**src/rtl/doitgen.sv**
```systemverilog
// doitgen row transformer: Aout[p] = sum_{s<np} A[s]*C4[s][p] over an nr x nq frame, one row per beat.
// Define DOITGEN_SATURATE_EN to clamp each result lane at 255 instead of wrapping modulo 256.
module doitgen #(
  parameter int NP_MAX = 4,
  parameter int LW     = 8
) (
  input  logic        clk,
  input  logic        rst_n,
  input  logic        start,
  input  logic [31:0] nr,
  input  logic [31:0] nq,
  input  logic [31:0] np,
  input  logic        x_load,
  input  logic [1:0]  x_row,
  input  logic [0:31] X,
  input  logic        a_valid,
  input  logic [0:31] A,
  output logic        a_ready,
  output logic [0:31] Aout,
  output logic        aout_valid,
  output logic        busy,
  output logic        done
);

  typedef enum logic {IDLE, RUN} state_t;

  state_t         state_reg;
  logic [LW-1:0]  coef_reg [NP_MAX][NP_MAX];
  logic [31:0]    nr_reg, nq_reg, q_reg, r_reg;
  logic [2:0]     np_reg;
  logic [0:31]    aout_reg;
  logic           aout_valid_reg, busy_reg, done_reg;

  logic [LW-1:0]  a_lane   [NP_MAX];
  logic [LW-1:0]  res_lane [NP_MAX];
  logic           lane_en  [NP_MAX];

  // lane 0 sits in the most significant byte of the ascending-range bus
  for (genvar gi = 0; gi < NP_MAX; gi++) begin : g_lane
    logic [17:0] sum;
    logic [15:0] prod;

    assign a_lane[gi]  = A[gi*LW +: LW];
    assign lane_en[gi] = (np_reg > 3'(gi));

    always_comb begin
      sum  = '0;
      prod = '0;
      for (int s = 0; s < NP_MAX; s++) begin
        prod = 16'(a_lane[s]) * 16'(coef_reg[s][gi]);
        if (lane_en[s]) sum = sum + 18'(prod);
      end
    end

`ifdef DOITGEN_SATURATE_EN
    assign res_lane[gi] = !lane_en[gi] ? '0 : ((sum > 18'd255) ? 8'hFF : sum[7:0]);
`else
    assign res_lane[gi] = lane_en[gi] ? sum[7:0] : '0;
`endif
  end

  always_ff @(posedge clk) begin
    if (!rst_n) begin
      state_reg      <= IDLE;
      busy_reg       <= 1'b0;
      done_reg       <= 1'b0;
      aout_valid_reg <= 1'b0;
      aout_reg       <= '0;
      nr_reg         <= '0;
      nq_reg         <= '0;
      np_reg         <= '0;
      q_reg          <= '0;
      r_reg          <= '0;
      for (int s = 0; s < NP_MAX; s++)
        for (int k = 0; k < NP_MAX; k++)
          coef_reg[s][k] <= '0;
    end else begin
      done_reg       <= 1'b0;
      aout_valid_reg <= 1'b0;
      case (state_reg)
        IDLE: begin
          if (x_load)
            for (int k = 0; k < NP_MAX; k++)
              coef_reg[x_row][k] <= X[k*LW +: LW];
          if (start) begin
            nr_reg <= nr;
            nq_reg <= nq;
            np_reg <= (np > 32'd4) ? 3'd4 : np[2:0];
            q_reg  <= '0;
            r_reg  <= '0;
            if (nr == 32'd0 || nq == 32'd0 || np == 32'd0) begin
              done_reg <= 1'b1;
            end else begin
              state_reg <= RUN;
              busy_reg  <= 1'b1;
            end
          end
        end
        RUN: begin
          if (a_valid) begin
            for (int k = 0; k < NP_MAX; k++)
              aout_reg[k*LW +: LW] <= res_lane[k];
            aout_valid_reg <= 1'b1;
            if (q_reg == nq_reg - 32'd1) begin
              q_reg <= '0;
              if (r_reg == nr_reg - 32'd1) begin
                r_reg     <= '0;
                state_reg <= IDLE;
                busy_reg  <= 1'b0;
                done_reg  <= 1'b1;
              end else begin
                r_reg <= r_reg + 32'd1;
              end
            end else begin
              q_reg <= q_reg + 32'd1;
            end
          end
        end
        default: state_reg <= IDLE;
      endcase
    end
  end

  assign a_ready    = busy_reg;
  assign busy       = busy_reg;
  assign done       = done_reg;
  assign aout_valid = aout_valid_reg;
  assign Aout       = aout_reg;

endmodule

```
**config.mk**
```make
export PLATFORM = sky130hd
export DESIGN_NAME = doitgen
export DESIGN_NICKNAME = d
export VERILOG_FILES = /design/src/rtl/doitgen.sv
export SDC_FILE = /design/constraint.sdc
export NUM_CORES = 2
export LEC_CHECK = 0
export ABC_AREA = 1
export CAP_MARGIN = 40
export CORE_ASPECT_RATIO = 1.5
export CORE_MARGIN = 4
export CORE_UTILIZATION = 35
export DETAILED_ROUTE_END_ITERATION = 16
export GPL_ROUTABILITY_DRIVEN = 0
export HOLD_SLACK_MARGIN = 0.08
export PLACE_DENSITY = 0.49
export SLEW_MARGIN = 20
export SYNTH_ARGS = -nofsm -noshare
export SYNTH_HDL_FRONTEND = slang
export SYNTH_SLANG_ARGS = --single-unit
```
**constraint.sdc**
```tcl
create_clock -name clk -period 19.3 [get_ports clk]
set_clock_uncertainty 0.2 [all_clocks]
set_input_delay 1.93 -clock clk [delete_from_list [all_inputs] [get_ports clk]]
set_output_delay 1.93 -clock clk [all_outputs]
set_load 0.02 [all_outputs]
```
; ---- Yosys cells after proc, flatten, opt, wreduce, memory -nomap -nowiden
; Memories as Yosys holds them, arrays and structs flattened.
; Cells that the tools add are included.
[word_totals]
regBits = 167
ram_bits = 128
in_bits = 167
output_inout_bits = 36
elab_cells = 123
memories = 1
[op_classes]
add_sub_neg = 16
multipliers = 16
order_cmp = 5
eq_ne = 7
n_mux = 55
n_bitwise = 1
reduce_logical = 12
[memory_table]
columns = name, words, width, read_ports, rd_ports_with_merged_regs, write_ports, line
row1 = coef_reg, 4, 32, 4, 0, 4, 28  ; logic [LW-1:0] coef_reg [NP_MAX][NP_MAX];
[ops]
columns = cell, n
row1 = 32-bit 2-to-1 mux, 7
row2 = 8-bit 2-to-1 mux, 19
row3 = 8-bit by 8-bit multiplier with 8-bit output, 16
row4 = 32-bit case mux with 2 select lines, 2
row5 = 8-bit adder, 12
row6 = 32-bit logical NOT, 3
row7 = "32-bit by 1-bit adder with 32-bit output, second input constant", 2
row8 = 32-bit equality test, 2
row9 = "32-bit by 1-bit subtractor with 32-bit output, second input constant", 2
row10 = "32-bit by 3-bit greater-than comparator with 1-bit output, second input constant", 1
row11 = 32-bit OR reduction, 1
row12 = 1-bit 2-to-1 mux, 22
row13 = 2-bit AND reduction, 4
row14 = "3-bit by 1-bit greater-than comparator with 1-bit output, second input constant", 2
row15 = "3-bit by 2-bit greater-than comparator with 1-bit output, second input constant", 2
row16 = "2-bit != test, second input constant", 3
row17 = 1-bit case mux with 2 select lines, 3
row18 = 5-bit AND reduction, 1
row19 = "2-bit by 1-bit != test with 1-bit output, second input constant", 2
row20 = 3-bit 2-to-1 mux, 1
row21 = 3-bit AND reduction, 1
row22 = 1-bit logical OR, 2
row23 = 2-bit 2-to-1 mux, 1
row24 = 1-bit NOT, 1

; ---- Depth between registers and ports, before layout
; An unclocked memory read counts as a cell.
[logic_depth]
word_depth = 10
ltp_mapped = 60
mapped_depth_nobuf = 58

; ---- Worst setup path before layout
; OpenSTA, ideal clock, no wires.
[synth_timing]
kind = input port to flip-flop
startpoint = in A[6] (netlist bit)
endpoint = reg aout_reg (netlist bit Aout[0])
setup_time_ns = 0.070
t_arrival_ns = 13.759
t_required_ns = 19.030
setup_slack_ns = 5.270
cell_stages = 45
n_path_buf = 2
cell_sequence = clkbuf_1 > clkbuf_1 > nand2_1 > fa_1 > fa_1 > inv_1 > fa_1 > fa_1 > ha_1 > xor2_1 > or2_2 > fa_1 > fa_1 > inv_1 > fa_1 > fa_1 > ha_1 > inv_1 > [9 not listed] > xnor2_1 > nand2_1 > nand2_1 > fa_1 > fa_1 > inv_1 > fa_1 > fa_1 > ha_1 > a21o_1 > a31oi_1 > nand3b_1 > nand3_1 > nand2_1 > nand2_1 > nand2_1 > nand3_1 > a21oi_1
[synth_between]
elab_chain_len = 9
[synth_rtl]
columns = item, line
row1 = start: declaration, 17  ; input logic [0:31] A,
row2 = 8-bit by 8-bit multiplier with 8-bit output (*), 50  ; prod = 16'(a_lane[s]) * 16'(coef_reg[s][gi]);
row3 = 8-bit 2-to-1 mux (*), 51  ; if (lane_en[s]) sum = sum + 18'(prod);
row4 = 8-bit adder, 51
row5 = 8-bit 2-to-1 mux (*), 51
row6 = 8-bit adder, 51
row7 = 8-bit 2-to-1 mux (*), 51
row8 = 8-bit adder, 51
row9 = 8-bit 2-to-1 mux (*), 51
row10 = 8-bit 2-to-1 mux (*), 58  ; assign res_lane[gi] = lane_en[gi] ? sum[7:0] : '0;
row11 = end signal: indexed assignment, 102  ; aout_reg[k*LW +: LW] <= res_lane[k];
row12 = end: declaration, 31  ; logic [0:31] aout_reg;
; Every way passes the cells marked *; elsewhere a longest branch is shown, timed or not.
; A chain may end at the register's enable or synchronous reset.

; ---- Worst setup path in the final report
; Ends and elaborated chain as after synthesis.

==> impl_metrics.csv <==
group,metric,value,unit
floorplanning,fp.dieH,385,um
power,power_leakage,19.9,nW
synth,synth_cells,4661,
clocking,cts_buffers,38,
floorplanning,dieArea,0.0997,mm2
clocking,tritoncts,"built",
setup_path,critPathTopFamily,"adder cells",
job,max_cap_viol_count,0,
status,status,"finished clean",
detailed_routing,ant_nets,0,
synth,async_flop_share,0,%
synth,ys_ff_latch,295,
setup_path,worst_path_most_repeated_cell,"fa_1",
detailed_routing,remaining_drc_errors,0,
global_route,grt_pass1_wl,159000,um
setup_path,end_kind,"flip-flop",
setup_path,critical-path-slowest-cell,"fa_1",
detailed_routing,wirelength,100000,um
clocking,clock_path_buffers,3,
detailed_routing,wl_per_cell,16.5,um
timing,relSlewSlack,44.8,%
synth,synthesis.area,0.0331,mm2
setup_path,worstPathArrival,14.58,ns
timing,fin_crit_sh,74.0,%
timing,drv_slew,0,
layout,drive_gt1_share,3.51,%
global_route,grt_pass1_vias,28860,
clocking,clock-root-buffer,"clkbuf_16",
layout,nNetsFinal,5487,
global_route,grtUsageTotal,20.2,%
synth,yosysSeqAreaShare,21.7,%
power,power.density,84.4,mW/mm2
detailed_routing,viasPerCell,4.67,
clocking,htreeDepth,2,
clocking,postCtsSetupRepairBufs,0,
global_route,antenna_found_initial,1,
floorplanning,start_util,35.4,%
timing,tightest_slew,0.826,ns
detailed_routing,vias,28316,
synth,synth_nets,5364,
setup_path,critPathMaxStageDelay,0.54,ns
synth,synth_ff_type,"dfxtp_1",
timing,period_minus_slack,14.28,ns
place,io_buffer_count,202,
clocking,clkLatencyLatePin,0.58,ns
timing,hold_slack,0.267,ns
global_route,grt_overflow,0,
detailed_routing,drt_iter0_markers,1316,
timing,rsz0062_at_grt,"no",
floorplanning,ios,203,
clocking,cts_sinks,295,
setup_path,critical_path_buf_inv_count,7,
setup_path,crit_type,"input port to flip-flop",
setup_path,cp-start-kind,"input port",
synth,ys_types,52,
global_route,grt_max_degree,70,
timing,fin_setup_tns,0,ns
timing,fmax,70.0,MHz
synth,synth.yosys.warnings,0,
setup_path,cp.required,19.60,ns
place,place_hpwl,80900,um
min_path,hold_path.class,"flip-flop to flip-flop",
clocking,clk_pin_slew,0.06,ns
layout,n_antenna_cell,0,
power,peakVddDrop,0.0534,mV
detailed_routing,first_pass_iters,6,
synth,synth-edff-count,128,
setup_path,path_max_fanout,28,
timing,hold_viol_final,0,
floorplanning,die_width,259,um
clocking,postCtsResizedCells,0,
floorplanning,core,0.0934,mm2
layout,utilization,40.3,%
layout,largest_reg_flops,128,
synth,avgSynthCellArea,7.10,um2
timing,finalSetupViolCount,0,
layout,syn2layout_area_growth,13.7,%
clocking,ctsHoldBuffers,0,
floorplanning,rows,137,
[worst paths after layout]
path         slack [ns]      end  cells past startpoint       startpoint
max reg2reg        6.78  Aout[0]                     43  coef_reg[0][27]
max                5.02  Aout[0]                     45             A[6]
min                0.27  Aout[3]                      2          Aout[3]
min reg2reg        0.27  Aout[3]                      2          Aout[3]
[synthesized netlist by cell type (123+ instances only)]
| master | count | area, um2 |
|---|---|---|
| nand2_1 | 1279 | 4800 |
| inv_1 | 965 | 3620 |
| clkbuf_1 | 128 | 480 |
| edfxtp_1 | 128 | 3840 |
| fa_1 | 264 | 5290 |
| ha_1 | 272 | 3400 |
| xor2_1 | 174 | 1520 |
| nor2_1 | 438 | 1640 |
| a21oi_1 | 126 | 631 |
| dfxtp_1 | 167 | 3340 |
| nand3_1 | 176 | 881 |
| xnor2_1 | 123 | 1080 |
[power by group]
group | switching (W) | internal (W)
sequential | 0.0000455 | 0.000688
clock | 0.000308 | 0.000416
combinational | 0.00104 | 0.000683
total | 0.00139 | 0.00179
[metal layers]
metal / up-vias / part of all wire, % / track usage (%) / wire length (um)
met2: 441 / 53 / 39.2 / 53400
met5: - / 0.011 / 0 / 11
met4: 2 / 2.5 / 4.93 / 2460
met3: 124 / 3.4 / 2.38 / 3370
met1: 13433 / 41 / 23.6 / 41100
li1: 14316 / - / - / -
[worst reg2reg max path: cells and delay by family (launching register included)]
family          cells  cell delay [ns]
xor+xnor            3             0.46
fa+ha+maj          20             9.28
compound gates      3             0.53
simple gates       12             1.25
flops               1             0.48
buf+inv             5             0.25
[per-stage QoR]
step                      total power, W  cell area (um2)  setup slack (ns)  instances
final                            0.00318            37700              5.02       6064
after global routing             0.00353            37700              4.26       6064
after CTS                        0.00324            37700              4.99       6064
after detailed placement         0.00248            36400              4.44       5995
after global placement           0.00247            36400              4.49       5991
after floorplan                  0.00204            33100              5.27       4661
[kinds of logic after synthesis]
kind of cell	Yosys count	share of synthesized area, %
AND/OR/NAND/NOR	2081	25.9
adder cells (fa/ha/maj)	536	26.2
AO/OA/AOI/OAI	308	5.15
buffers and inverters	1143	13.0
flip-flops	295	21.7
XOR/XNOR	298	7.92
[layout make-up]
class | count | area, um2
repair buffers | 246 | 2390
clock buffers | 53 | 1080
multi-input cells | 3223 | 21600
inverters | 980 | 3680
fillers | 9947 | 55800
clock inverters | 16 | 130
flip-flops and latches | 295 | 7190
well taps | 1251 | 1570
[layout by cell type (no fill, tap or decap), types with 3 or more instances in the layout]
| cell type | instances |
|---|---|
| a211oi_1 | 3 |
| a21o_1 | 10 |
| a21oi_1 | 125 |
| a31oi_1 | 18 |
| buf_4 | 40 |
| clkbuf_1 | 9 |
| clkbuf_16 | 39 |
| clkbuf_8 | 5 |
| clkdlybuf4s50_1 | 200 |
| clkinv_1 | 8 |
| clkinv_2 | 7 |
| dfxtp_1 | 167 |
| edfxtp_1 | 128 |
| fa_1 | 264 |
| ha_1 | 272 |
| inv_1 | 964 |
| inv_2 | 13 |
| nand2_1 | 1279 |
| nand2_2 | 5 |
| nand2_4 | 3 |
| nand2b_1 | 3 |
| nand3_1 | 176 |
| nand3b_1 | 23 |
| nand4_1 | 36 |
| nor2_1 | 436 |
| nor2_2 | 13 |
| nor2_4 | 5 |
| nor3_1 | 37 |
| nor3b_1 | 4 |
| nor4_1 | 34 |
| o211ai_1 | 6 |
| o21ai_0 | 113 |
| o21ai_1 | 3 |
| o21bai_1 | 21 |
| or2_2 | 16 |
| xnor2_1 | 123 |
| xor2_1 | 174 |
No activity file was read; power rests on OpenSTA's default activity.
